### src/rtl/vga_pkg.sv
// ============================================================================
// Module : vga_pkg
// Brief  : Command codes, FSM encodings and clear defaults shared by VRAM blocks
// Rev    : 1.0  initial release
// ============================================================================
`default_nettype none

package vga_pkg;

  // Bus-side command codes {wr, rd, reg[3:0]}
  localparam logic [5:0] c_cmd_none = 6'b000000;
  localparam logic [5:0] c_cmd_rd   = 6'b010011;
  localparam logic [5:0] c_cmd_wr   = 6'b100011;
  localparam logic [5:0] c_cmd_clr  = 6'b110000;

  // Externally visible state codes
  localparam logic [1:0] c_state_idle = 2'd0;
  localparam logic [1:0] c_state_busy = 2'd1;
  localparam logic [1:0] c_state_done = 2'd2;

  // Internal executor FSM encodings
  localparam logic [2:0] c_s_idle   = 3'd0;
  localparam logic [2:0] c_s_issue  = 3'd1;
  localparam logic [2:0] c_s_rdwait = 3'd2;
  localparam logic [2:0] c_s_clear  = 3'd3;
  localparam logic [2:0] c_s_done   = 3'd4;

  localparam int          c_vram_aw            = 14;
  localparam int          c_clear_words_default = 2400;
  localparam logic [15:0] c_clear_fill_default  = 16'h7020;

  typedef struct packed {
    logic        wr;
    logic [15:0] addr;
    logic [15:0] wdata;
  } exec_req_t;

  function automatic logic [1:0] state_code(input logic [2:0] s);
    case (s)
      c_s_idle:                        state_code = c_state_idle;
      c_s_issue, c_s_rdwait, c_s_clear: state_code = c_state_busy;
      c_s_done:                        state_code = c_state_done;
      default:                         state_code = c_state_idle;
    endcase
  endfunction

endpackage

`default_nettype wire

### src/rtl/vram_clear_seq.sv
// ============================================================================
// Module : vram_clear_seq
// Brief  : Clear-screen address counter with terminal-word flag
// Rev    : 1.0  initial release
// ============================================================================
`default_nettype none

module vram_clear_seq
  import vga_pkg::*;
#(
  parameter int WORDS = c_clear_words_default,
  parameter int AW    = c_vram_aw
) (
  input  logic          clk,
  input  logic          nrst,
  input  logic          start,
  input  logic          step,
  output logic [AW-1:0] count,
  output logic          last
);

  localparam logic [AW-1:0] c_last_idx = (AW)'(WORDS - 1);

  logic [AW-1:0] r_count;

  always_ff @(posedge clk or negedge nrst) begin
    if (!nrst) begin
      r_count <= '0;
    end else if (start) begin
      r_count <= '0;
    end else if (step) begin
      r_count <= r_count + 1'b1;
    end
  end

  assign count = r_count;
  assign last  = (r_count == c_last_idx);

endmodule

`default_nettype wire

### src/rtl/vram_exec.sv
// ============================================================================
// Module : vram_exec
// Brief  : Executes read/write/clear commands on single-port VRAM, yielding to video fetch
// Rev    : 1.0  initial release
// ============================================================================
`default_nettype none

module vram_exec
  import vga_pkg::*;
#(
  parameter int          CLEAR_WORDS = c_clear_words_default,
  parameter logic [15:0] CLEAR_FILL  = c_clear_fill_default
) (
  input  logic        clk,
  input  logic        nrst,
  input  logic [5:0]  cmd,
  input  logic [15:0] addr,
  input  logic [15:0] wdata,
  output logic [15:0] rdata,
  output logic [1:0]  state,
  input  logic        vid_rd_en,
  input  logic [13:0] vid_addr,
  output logic [15:0] vid_data,
  output logic        vid_valid,
  output logic [13:0] mem_addr,
  output logic [15:0] mem_din,
  output logic        mem_we,
  input  logic [15:0] mem_dout
);

  logic [2:0]  r_state;
  logic [2:0]  w_next;
  exec_req_t   r_req;
  logic [15:0] r_rdata;
  logic [15:0] r_vid_hold;
  logic        r_vid_valid;
  logic        w_free;
  logic        w_oor;
  logic        w_accept;
  logic        w_clr_start;
  logic        w_clr_step;
  logic        w_clr_last;
  logic [13:0] w_clr_addr;

  assign w_free   = ~vid_rd_en;
  assign w_oor    = |r_req.addr[15:14];
  assign w_accept = (r_state == c_s_idle) && ((cmd == c_cmd_rd) || (cmd == c_cmd_wr));

  vram_clear_seq #(
    .WORDS (CLEAR_WORDS),
    .AW    (14)
  ) u_clear_seq (
    .clk   (clk),
    .nrst  (nrst),
    .start (w_clr_start),
    .step  (w_clr_step),
    .count (w_clr_addr),
    .last  (w_clr_last)
  );

  always_ff @(posedge clk or negedge nrst) begin
    if (!nrst) begin
      r_state <= c_s_idle;
    end else begin
      r_state <= w_next;
    end
  end

  always_comb begin
    w_next = r_state;
    case (r_state)
      c_s_idle: begin
        if ((cmd == c_cmd_rd) || (cmd == c_cmd_wr)) begin
          w_next = c_s_issue;
        end else if (cmd == c_cmd_clr) begin
          w_next = c_s_clear;
        end
      end
      c_s_issue:  if (w_free) w_next = r_req.wr ? c_s_done : c_s_rdwait;
      c_s_rdwait: w_next = c_s_done;
      c_s_clear:  if (w_free && w_clr_last) w_next = c_s_done;
      c_s_done:   if (cmd == c_cmd_none) w_next = c_s_idle;
      default:    w_next = c_s_idle;
    endcase
  end

  // RAM port is combinational so a video fetch lands exactly one cycle after its request
  always_comb begin
    mem_addr    = '0;
    mem_din     = '0;
    mem_we      = 1'b0;
    w_clr_step  = 1'b0;
    w_clr_start = 1'b0;
    if (nrst) begin
      w_clr_start = (r_state == c_s_idle) && (cmd == c_cmd_clr);
      if (vid_rd_en) begin
        mem_addr = vid_addr;
      end else begin
        case (r_state)
          c_s_issue: begin
            if (!w_oor) begin
              mem_addr = r_req.addr[13:0];
              mem_din  = r_req.wr ? r_req.wdata : 16'h0000;
              mem_we   = r_req.wr;
            end
          end
          c_s_clear: begin
            mem_addr   = w_clr_addr;
            mem_din    = CLEAR_FILL;
            mem_we     = 1'b1;
            w_clr_step = 1'b1;
          end
          default: ;
        endcase
      end
    end
  end

  always_ff @(posedge clk or negedge nrst) begin
    if (!nrst) begin
      r_req       <= '0;
      r_rdata     <= '0;
      r_vid_valid <= 1'b0;
      r_vid_hold  <= '0;
    end else begin
      if (w_accept) begin
        r_req <= '{wr: (cmd == c_cmd_wr), addr: addr, wdata: wdata};
      end
      if (r_state == c_s_rdwait) begin
        r_rdata <= w_oor ? 16'h0000 : mem_dout;
      end
      r_vid_valid <= vid_rd_en;
      if (r_vid_valid) begin
        r_vid_hold <= mem_dout;
      end
    end
  end

  assign state     = state_code(r_state);
  assign rdata     = r_rdata;
  assign vid_valid = r_vid_valid;
  assign vid_data  = r_vid_valid ? mem_dout : r_vid_hold;

endmodule

`default_nettype wire

### config.mk
export PLATFORM = sky130hd
export DESIGN_NAME = vram_exec
export DESIGN_NICKNAME = d
export VERILOG_FILES = /design/src/rtl/vga_pkg.sv /design/src/rtl/vram_clear_seq.sv /design/src/rtl/vram_exec.sv
export SDC_FILE = /design/constraint.sdc
export NUM_CORES = 1
export LEC_CHECK = 0
export CORE_MARGIN = 4
export CORE_UTILIZATION = 50
export CTS_CLUSTER_DIAMETER = 150
export DETAILED_ROUTE_END_ITERATION = 8
export PLACE_DENSITY = 0.86
export SETUP_SLACK_MARGIN = 0.02
export SLEW_MARGIN = 20
export SYNTH_ARGS = -nofsm -noshare
export SYNTH_HDL_FRONTEND = slang
export SYNTH_SLANG_ARGS = --single-unit
### constraint.sdc
create_clock -name clk -period 4.35 [get_ports clk]
set_input_delay 0.87 -clock clk [delete_from_list [all_inputs] [get_ports clk]]
set_output_delay 0.87 -clock clk [all_outputs]
set_load 0.02 [all_outputs]
Word level (Yosys, flattened, before mapping)
Cells that the tools add are included.
Cells by class
  add/sub/neg operators: 1
  $mul: 0
  divide/modulo/power cells: 0
  $lt $le $gt $ge: 0
  eq/ne operators: 12
  shifts and indexed selects: 0
  muxes and demuxes: 29
  bitwise operators: 1
  reductions and logical operators: 10
Operator list (count)
  $mux 16: 6
  $mux 14: 5
  $pmux 16 s2: 1
  $pmux 14 s2: 1
  $mux 3: 6
  $pmux 3 s5: 1
  $add 14x1->14 const B: 1
  $eq 14x12->1 const B: 1
  $eq 6x6->1 const B: 2
  $mux 1: 7
  $eq 3x2->1 const B: 2
  $eq 6x5->1 const B: 1
  $logic_not 6->1: 1
  $ne 2x2->1 const B: 3
  $pmux 2 s2: 1
  $reduce_and 4->1: 1
  $eq 3x1->1 const B: 1
  $eq 3x3->1 const B: 1
  $logic_and 1x1->1: 3
  $logic_not 3->1: 1
  $ne 3x3->1 const B: 1
  $reduce_or 3->1: 1
  $pmux 1 s2: 1
  $reduce_bool 2->1: 1
  3 further kinds: 3
Storage, ports and cells
  flip-flop bits (word level): 83
  bits in latches: 0
  memory bits (writable): 0
  memory bits (read-only): 0
  output and inout bits: 66
  memories: 0

Longest topological paths before layout
  word-level depth: 6
  gate-level depth with buffers: 7
  depth with buffers taken out: 5

Hierarchy
From an unflattened synthesis, not the netlist that was laid out.
Unflattened totals
  cells, all modules: 363
  area total of the unflattened synthesis: 4117.7 µm²
By module, submodules not included
  vram_exec: instances 1, cells each 288, area an instance 3368.2 µm²
  vram_clear_seq: instances 1, cells each 75, area an instance 749.5 µm²

Least setup slack after synthesis
No wires, ideal clock.
  kind: input port to output port
  start point: input port vid_rd_en
  end point: output port mem_din[12]
  data arrival time: 1938 ps
  data required time: 3480 ps
  setup slack: 1542 ps
  stages on the path: 7
  cell sequence: buf_2 > inv_1 > and3_1 > buf_6 > or2_1 > buf_6 > o21a_1
On the way
  cells in the longest elaborated chain, start to end: 2
RTL lines
  start: declaration: RTL line vram_exec.sv:21  | input logic vid_rd_en,
  $mux 16: RTL line vram_exec.sv:96  | if (vid_rd_en) begin
  $mux 16: RTL line vram_exec.sv:94  | if (nrst) begin
  end: declaration: RTL line vram_exec.sv:26  | output logic [15:0] mem_din,
No other way between the ends.

Worst setup path after layout
  start point: input port vid_rd_en
  end point: output port mem_din[14]
Same word-level chain as after synthesis.

==> flow_summary.yaml <==
placed_design:
  port_buffers: 136
  place_hpwl_mm: 7.79
  place_congestion: 0.838
clock_tree:
  clk_path_buf_depth: 2
  root_buffer: "clkbuf_8"
  cts_resized: 0
  cts.sinks: 83
  cts_tree: "done"
  htreeDepth: 3
  cts_buffers: 9
  post-cts-setup-buffers: 0
  clk_latency_ns: 0.35
  hold_buffers: 0
  clk_pin_slew_ns: 0.08
global_route:
  grt_usage_pct: 22.2
  grt_pass1_wl_mm: 17.4
  overflow: 0
  grt_max_degree: 66
  antenna_found_initial: 0
  grt_pass1_vias: 3444
drt:
  firstDrtPassIters: 4
  wire_per_inst_um: 17.7
  drt_iter0_markers: 151
  drc_errors: 0
  drtAntennaViolNets: 0
  vias_per_cell: 5.53
  num_vias: 3331
  wl_mm: 10.7
logic_synthesis:
  synth_xor_area_share_pct: 2.11
  synth_mux_area_share_pct: 16.0
  synth_edf_count: 0
  yosys_warnings: 0
  syn_area_per_cell_um2: 11.3
  postSynth.asyncResetShare_pct: 100
  yosys.area_share.simple_pct: 15.9
  synth_compound_area_share_pct: 10.9
  syn_nets: 440
  syn-instance-count: 368
  synth_ff_type: "dfrtp_1"
  synth_area_leader_cell: "dfrtp_1"
  seq_area_frac_synth_pct: 50.0
  synth_top_family_by_area: "multiplexers"
  netlist_area_um2: 4150
  synth_top_area_share_pct: 50.0
  yosys-top-cells-count: "dfrtp_1, nand2_1, nor2_1"
  synth_fa_ha_area_share_pct: 0.301
  ys_ff_latch: 83
  yosysMostFrequentCell: "dfrtp_1"
  netlist_top_cells_area: "dfrtp_1, mux2_4, mux2_2"
  yosys.cell_types.count: 47
setup_path:
  cp.required_ns: 3.48
  worst-setup-path-type: "in2out"
  worst-path-max-fanout: 13
  arrival_ns: 2.94
  crit_path_end: "mem_din[14]"
  crit_start: "vid_rd_en"
  timing.rr.end: "rdata[3]"
  r2r_slack_ns: 2.38
  r2r_start: "r_state[0]"
  cp-end-kind: "primary output"
  cp-start-kind: "input pin"
  rr_worst_depth: 4
die:
  die_height_um: 99.1
  initial_core_util_pct: 52.6
  die_area_um2: 9820
  fp.dieW_um: 99.1
  ios: 137
  core_area_um2: 7890
  fp-row-count: 32
pwr:
  p_int_w: 0.00175
  clkPwrFrac_pct: 21.6
  p_leak_nw: 2.54
  p_per_area_nw_per_um2: 454
  swShare_pct: 32.4
  pwr-share-seq_pct: 44.6
  comb_power_share_pct: 33.8
  switching_power_w: 0.000840
  vdd_drop_max_v: 0.000238
timing:
  drv_slew: 0
  setup_viol: 0
  slew_headroom_pct: 32.1
  hold_viol: 0
  skew_ns: 0.00509
  tns_ns: 0
  post-route-period-util_pct: 87.6
  max_freq_ghz: 0.262
  worstMarginPinSlew_ns: 1.02
  min_period_ns: 3.81
  rsz0062_at_grt: "no"
finish:
  fin_util_pct: 72.4
  syn_to_final_growth_pct: 37.7
  final_nets: 567
  drive_gt1_share_pct: 17.0
  num_antenna_cells: 0
outcome:
  status: "finished clean"
min_path:
  hold_class: "reg2reg"
job:
  cap_violations: 0
[per-stage QoR]
step / setup slack, ns / total power (W) / area [µm²] / hold slack, ns / std cells
4_1_cts: 0.489 / 0.00261 / 5710 / 0.489 / 602
6_report: 0.538 / 0.00259 / 5710 / 0.483 / 602
3_3_place_gp: 0.634 / 0.00201 / 5510 / 0.461 / 586
3_5_place_dp: 0.503 / 0.00205 / 5510 / 0.470 / 586
5_1_grt: 0.414 / 0.00274 / 5710 / 0.518 / 602
2_1_floorplan: 1.54 / 0.00167 / 4150 / 0.470 / 368
[power groups by stage]
stage,combinational [W],sequential (W),clock (W)
6_report,0.000876,0.00116,0.000561
5_1_grt,0.000950,0.00118,0.000603
4_1_cts,0.000886,0.00115,0.000572
3_5_place_dp,0.000883,0.00116,0
3_3_place_gp,0.000858,0.00115,0
2_1_floorplan,0.000491,0.00117,0
[cell type report]
type | count | area, µm²
inverter | 8 | 30.0
clock inverter | 6 | 72.6
tap | 102 | 128
fill | 538 | 2170
clock buffer | 10 | 128
timing repair buffer | 142 | 1400
multi-input combinational | 251 | 1880
sequential | 83 | 2080
[logic make-up (layout without fill, tap and decap cells)]
logic type                 Yosys count  count (layout)
and+or+nand+nor                    124             124
adders and majority gates            1               1
xor gates and xnor gates            10              10
DFF                                 83              83
AOI/OAI and AO/OA                   67              67
buffers and inverters               34             166
muxes                               49              49
[layer usage]
| layer | global-route usage (%) | wire length [µm] | up-vias |
|---|---|---|---|
| li1 | - | - | 1550 |
| met1 | 29.8 | 4540 | 1632 |
| met2 | 36.1 | 5230 | 129 |
| met3 | 3.58 | 615 | 20 |
| met4 | 9.03 | 267 | 0 |
| met5 | 0 | 0 | - |
[state kept, by name, indices dropped and copies added (netlist names)]
register           cells
r_req                 33
r_vid_hold            16
rdata                 16
u_clear_seq.count     14
r_state                3
vid_valid              1
[worst min-delay path by stage]
| stage | startpoint | to | slack, ns | cells after the start |
|---|---|---|---|---|
| after CTS | rdata[15] | rdata[15] | 0.49 | 2 |
| after global placement | rdata[15] | rdata[15] | 0.46 | 2 |
| after global routing | rdata[1] | rdata[1] | 0.52 | 2 |
| final | rdata[14] | rdata[14] | 0.48 | 2 |
| after detailed placement | rdata[15] | rdata[15] | 0.47 | 2 |
| after floorplan | r_req[6] | r_req[6] | 0.47 | 1 |
[placed cells by master (no fill, tap or decap), types with 5 or more instances in the layout]
| master | netlist | final |
|---|---|---|
| xnor2_1 | 9 | 9 |
| clkbuf_8 | 0 | 9 |
| dfrtp_1 | 83 | 83 |
| nor2_1 | 35 | 35 |
| nand3_1 | 6 | 6 |
| mux2_4 | 30 | 30 |
| clkdlybuf4s50_1 | 0 | 135 |
| a221oi_1 | 15 | 15 |
| nand2_1 | 38 | 38 |
| nor4_1 | 5 | 5 |
| mux2_2 | 18 | 18 |
| and2_1 | 12 | 12 |
| buf_4 | 2 | 7 |
| o21ai_0 | 32 | 32 |
| inv_1 | 8 | 8 |
[worst max-delay path: stages]
cell	delay (ns)
clkdlybuf4s50_1	0.43
and3b_1	0.21
and4_1	0.42
or2_1	0.24
o21a_1	0.16
clkdlybuf4s50_1	0.60
No activity file was read; power rests on OpenSTA's default activity.
